File: src/rtl/mips_ctrl_pkg.sv
// Shared encodings for the multicycle MIPS main control unit:
// state codes, opcodes and the control-word bundle.
package mips_ctrl_pkg;

    typedef enum logic [3:0] {
        S_FETCH    = 4'd0,
        S_DECODE   = 4'd1,
        S_MEMADR   = 4'd2,
        S_MEMRD    = 4'd3,
        S_MEMWB    = 4'd4,
        S_MEMWR    = 4'd5,
        S_RTYPE_EX = 4'd6,
        S_RTYPE_WB = 4'd7,
        S_BEQ_EX   = 4'd8,
        S_JUMP_EX  = 4'd9,
        S_ADDI_EX  = 4'd10,
        S_ADDI_WB  = 4'd11
    } state_t;

    localparam logic [5:0] OP_RTYPE = 6'b000000;
    localparam logic [5:0] OP_LW    = 6'b100011;
    localparam logic [5:0] OP_SW    = 6'b101011;
    localparam logic [5:0] OP_BEQ   = 6'b000100;
    localparam logic [5:0] OP_J     = 6'b000010;
    localparam logic [5:0] OP_ADDI  = 6'b001000;

    localparam logic [1:0] ALU_ADD   = 2'b00;
    localparam logic [1:0] ALU_SUB   = 2'b01;
    localparam logic [1:0] ALU_FUNCT = 2'b10;

    localparam logic [1:0] SRCB_REG    = 2'b00;
    localparam logic [1:0] SRCB_FOUR   = 2'b01;
    localparam logic [1:0] SRCB_IMM    = 2'b10;
    localparam logic [1:0] SRCB_IMM_SH = 2'b11;

    localparam logic [1:0] PCSRC_ALU    = 2'b00;
    localparam logic [1:0] PCSRC_ALUOUT = 2'b01;
    localparam logic [1:0] PCSRC_JUMP   = 2'b10;

    typedef struct packed {
        logic       pc_write;
        logic       pc_write_cond;
        logic       iord;
        logic       mem_read;
        logic       mem_write;
        logic       ir_write;
        logic       mem_to_reg;
        logic       reg_dst;
        logic       reg_write;
        logic       alu_src_a;
        logic [1:0] alu_src_b;
        logic [1:0] alu_op;
        logic [1:0] pc_source;
    } ctrl_t;

endpackage

File: src/rtl/control_decode.sv
// Moore output decode: maps the current state to its control word.
// Any state without an explicit entry yields an all-zero word.
module control_decode
    import mips_ctrl_pkg::*;
(
    input  state_t state,
    output ctrl_t  ctrl
);

    always_comb begin
        ctrl = '0;
        case (state)
            S_FETCH: begin
                ctrl.mem_read  = 1'b1;
                ctrl.ir_write  = 1'b1;
                ctrl.pc_write  = 1'b1;
                ctrl.alu_src_b = SRCB_FOUR;
                ctrl.alu_op    = ALU_ADD;
                ctrl.pc_source = PCSRC_ALU;
            end
            S_DECODE: begin
                ctrl.alu_src_b = SRCB_IMM_SH;
            end
            S_MEMADR, S_ADDI_EX: begin
                ctrl.alu_src_a = 1'b1;
                ctrl.alu_src_b = SRCB_IMM;
            end
            S_MEMRD: begin
                ctrl.mem_read = 1'b1;
                ctrl.iord     = 1'b1;
            end
            S_MEMWB: begin
                ctrl.reg_write  = 1'b1;
                ctrl.mem_to_reg = 1'b1;
            end
            S_MEMWR: begin
                ctrl.mem_write = 1'b1;
                ctrl.iord      = 1'b1;
            end
            S_RTYPE_EX: begin
                ctrl.alu_src_a = 1'b1;
                ctrl.alu_src_b = SRCB_REG;
                ctrl.alu_op    = ALU_FUNCT;
            end
            S_RTYPE_WB: begin
                ctrl.reg_write = 1'b1;
                ctrl.reg_dst   = 1'b1;
            end
            S_BEQ_EX: begin
                ctrl.alu_src_a     = 1'b1;
                ctrl.alu_op        = ALU_SUB;
                ctrl.pc_write_cond = 1'b1;
                ctrl.pc_source     = PCSRC_ALUOUT;
            end
            S_JUMP_EX: begin
                ctrl.pc_write  = 1'b1;
                ctrl.pc_source = PCSRC_JUMP;
            end
            S_ADDI_WB: begin
                ctrl.reg_write = 1'b1;
            end
            default: ctrl = '0;
        endcase
    end

endmodule

File: src/rtl/main_control_fsm.sv
// Multicycle MIPS main control: state register, opcode-driven
// next-state logic and the Moore control outputs.
module main_control_fsm
    import mips_ctrl_pkg::*;
#(
    parameter int STATE_W = 4
) (
    input  logic               clk,
    input  logic               reset,
    input  logic [5:0]         Opcode,
    output logic               PCWrite,
    output logic               PCWriteCond,
    output logic               IorD,
    output logic               MemRead,
    output logic               MemWrite,
    output logic               IRWrite,
    output logic               MemtoReg,
    output logic               RegDst,
    output logic               RegWrite,
    output logic               ALUSrcA,
    output logic [1:0]         ALUSrcB,
    output logic [1:0]         ALUOp,
    output logic [1:0]         PCSource,
    output logic [STATE_W-1:0] State
);

    state_t state;
    state_t state_next;
    ctrl_t  ctrl;

    always_ff @(posedge clk or posedge reset) begin
        if (reset) state <= S_FETCH;
        else       state <= state_next;
    end

    // Opcode only matters in DECODE and MEMADR
    always_comb begin
        state_next = S_FETCH;
        case (state)
            S_FETCH: state_next = S_DECODE;
            S_DECODE: begin
                case (Opcode)
                    OP_LW, OP_SW: state_next = S_MEMADR;
                    OP_RTYPE:     state_next = S_RTYPE_EX;
                    OP_BEQ:       state_next = S_BEQ_EX;
                    OP_J:         state_next = S_JUMP_EX;
                    OP_ADDI:      state_next = S_ADDI_EX;
                    default:      state_next = S_FETCH;
                endcase
            end
            S_MEMADR:
                state_next = (Opcode == OP_LW) ? S_MEMRD : S_MEMWR;
            S_MEMRD:    state_next = S_MEMWB;
            S_RTYPE_EX: state_next = S_RTYPE_WB;
            S_ADDI_EX:  state_next = S_ADDI_WB;
            default:    state_next = S_FETCH;
        endcase
    end

    control_decode u_decode (
        .state (state),
        .ctrl  (ctrl)
    );

    assign PCWrite     = ctrl.pc_write;
    assign PCWriteCond = ctrl.pc_write_cond;
    assign IorD        = ctrl.iord;
    assign MemRead     = ctrl.mem_read;
    assign MemWrite    = ctrl.mem_write;
    assign IRWrite     = ctrl.ir_write;
    assign MemtoReg    = ctrl.mem_to_reg;
    assign RegDst      = ctrl.reg_dst;
    assign RegWrite    = ctrl.reg_write;
    assign ALUSrcA     = ctrl.alu_src_a;
    assign ALUSrcB     = ctrl.alu_src_b;
    assign ALUOp       = ctrl.alu_op;
    assign PCSource    = ctrl.pc_source;
    assign State       = state;

endmodule

File: config.mk
export PLATFORM = sky130hd
export DESIGN_NAME = main_control_fsm
export DESIGN_NICKNAME = d
export VERILOG_FILES = /design/src/rtl/mips_ctrl_pkg.sv /design/src/rtl/control_decode.sv /design/src/rtl/main_control_fsm.sv
export SDC_FILE = /design/constraint.sdc
export NUM_CORES = 1
export LEC_CHECK = 0
export CORE_AREA = 2 2 39 41
export DETAILED_ROUTE_END_ITERATION = 16
export DIE_AREA = 0 0 41 43
export PLACE_DENSITY = 0.75
export SETUP_SLACK_MARGIN = 0.05
export SLEW_MARGIN = 10
export SYNTH_ARGS = -nofsm -noshare
export SYNTH_HDL_FRONTEND = slang
export SYNTH_SLANG_ARGS = --single-unit
File: constraint.sdc
create_clock -name clk -period 1.32 [get_ports clk]
set_clock_uncertainty 0.05 [all_clocks]
set_input_delay 0.132 -clock clk [delete_from_list [all_inputs] [get_ports clk]]
set_output_delay 0.132 -clock clk [all_outputs]
set_load 0.02 [all_outputs]
==> results_dict.tcl <==
set metrics [dict create \
    status "finished with violations" \
    failed_checks "setup timing" \
    drt_iter0_drc 18 \
    period_share_pct 119 \
    dp_hpwl_um 1180 \
    dpl_cell_area_um2 968 \
    die_y_um 43 \
    power_leakage_nw 0.517 \
    grt.overflow.total 0 \
    min_period_ps 1580 \
    holdBufCountCts 0 \
    path_max_fanout 4 \
    crit_path_end_kind "output port" \
    syn_avg_cell_area_um2 7.24 \
    fin_util_pct 86.2 \
    drv_cap 0 \
    detail-route-antenna-nets 0 \
    die_w_um 41 \
    dieArea_um2 1760 \
    clkLatencyLatePin_ps 260 \
    layout-drive-gt1-share_pct 74.6 \
    dp_cells 117 \
    grt_pass1_wl_um 2530 \
    via_per_inst 5.44 \
    num_vias 707 \
    hold_viol 0 \
    fmax_ghz 0.635 \
    cts-root-buf "clkbuf_4" \
    reg2reg_slack_ps -110 \
    initial_core_util_pct 32.5 \
    rsz0062_at_grt "yes" \
    fin_cells 130 \
    tritoncts "yes" \
    synth_nets 70 \
    core_um2 1380 \
    clk_pin_slew_worst_paths_ps 50 \
    fin_area_um2 1190 \
    worstSetupPathType "reg -> out" \
    drcViolationCount 0 \
    grt_pass1_vias 588 \
    gp_congestion 0.811 \
    finalSetupViolCount 20 \
    synth.distinct_cells 28 \
    drv_slew 0 \
    wire_per_inst_um 15.8 \
    critPathArrivalTime_ps 1390 \
    ys_ff_latch 4 \
    yosysSeqAreaShare_pct 22.3 \
    hp-class "in -> async" \
    clock-sinks 4 \
    port-buffer-count 27 \
    row_count 14 \
    tightestPinTransition_ps 360 \
    wirelength_um 2050 \
    ir_drop_v 0.00100 \
    yosysWarnings 0 \
    setup.worst_path.start_class "flop" \
    powerDensity_nw_per_um2 1300 \
    required_ps 1140 \
    num_antenna_cells 0 \
    grt_max_degree 14 \
    syn_area_um2 449 \
    antenna_found_initial 0 \
    synth_cells 62 \
    top_level_ports 28 \
    htree_levels 1 \
    largest_reg_flops 4 \
    cts_buffers 3 \
    clock_path_buffers 2 \
    finalPower_mw 1.55 \
    slew_headroom_pct 75.8 \
    dr.pass1.iters 4 \
    setup_ws_ps -256 \
    track_usage_pct 21.9 \
    nets 124 \
    area_growth_pct 165 \
]
[worst paths after layout]
check                      endpoint  cells after the start      start
max                        RegWrite                      5   State[2]
min                        State[3]                      2      reset
max reg2reg                State[3]                      4   State[2]
min reg2reg                State[0]                      2   State[0]
max in group asynchronous  State[0]                      2      reset
min in group clk           State[3]                      3  Opcode[4]
[per-layer routing]
| metal | track usage (%) | share of wire, % | vias to the layer above |
|---|---|---|---|
| met2 | 35.9 | 53 | 34 |
| met4 | 10.7 | 2.1 | 0 |
| met1 | 24.2 | 39 | 339 |
| li1 | - | - | 324 |
| met5 | 0 | 0 | - |
| met3 | 6.28 | 5.7 | 10 |
[power by group]
group	switching (mW)	internal, mW
Sequential	0.0349	0.148
Combinational	0.565	0.635
Clock	0.0683	0.103
Total	0.668	0.885
[worst max-delay path: stages (launching register included)]
cell and delay [ps]:
dfrtp_2 430, buf_4 150, nand2b_4 120, nor3_4 60
or2_4 250, buf_6 130
[synthesized netlist by cell type]
master,number,area [µm²]
xnor2_1,1,8.76
a21oi_1,2,10.0
o2bb2ai_1,1,8.76
a21boi_0,1,7.51
a211oi_1,1,7.51
and3_1,1,6.26
dfrtp_1,4,100
o22ai_1,2,12.5
inv_1,2,7.51
or2_1,1,6.26
inv_2,1,3.75
buf_4,4,30.0
nand3_1,2,10.0
xor2_1,2,17.5
nor4_1,2,12.5
nand2_1,4,15.0
nor3_1,7,35.0
o21ai_0,2,10.0
buf_2,1,5.00
nor4b_4,1,23.8
nor2_1,10,37.5
maj3_1,1,10.0
o211ai_1,1,7.51
nor2b_1,2,12.5
or2b_1,1,7.51
nand2b_1,2,12.5
nor3b_1,2,15.0
o2111ai_1,1,8.76
[placed cells by master (no fill, tap or decap), types with 2 or more instances in the layout]
master,instances
nand2_4,2
nor3_1,2
inv_1,2
nor2_4,5
buf_2,4
nor3b_2,2
nor3_2,2
a21oi_2,2
buf_6,18
clkdlybuf4s50_1,7
nor4_4,2
nor2_1,4
buf_12,3
nor3_4,3
nand2b_4,2
clkbuf_4,3
buf_4,21
dfrtp_2,4
[final cells by class]
cell class	instances	area, µm²
Tap cell	16	20.0
Clock buffer	3	22.5
Sequential cell	4	105
Timing Repair Buffer	54	526
Multi-Input combinational cell	50	505
Inverter	3	13.8
Fill cell	68	191
[stage by stage]
step / hold WS [ps] / setup WS (ps) / setup TNS, ps
after detailed placement: 290 / -428 / -5580
after floorplan: -152 / -94.9 / -169
after CTS: 31.3 / -206 / -2210
final: 22.1 / -256 / -2450
after global routing: 21.1 / -294 / -3650
after global placement: 284 / -407 / -5310
[cells by family after synthesis]
| group | count (synthesis) | synth area share, % |
|---|---|---|
| adder cells (fa/ha/maj) | 1 | 2.23 |
| buffers and inverters | 8 | 10.3 |
| flip-flops | 4 | 22.3 |
| AND/OR/NAND/NOR | 35 | 43.2 |
| AO/OA/AOI/OAI | 11 | 16.2 |
| XOR/XNOR | 3 | 5.85 |
[timing repair]
item | 4_1_cts | 5_1_grt
pin swaps | 8 | 6
gates resized for setup | 113 | 30
endpoints found under the setup margin | 24 | 20
buffers inserted | 3 | 7
cloned | 0 | 0
(Power assumes the default switching activity.)
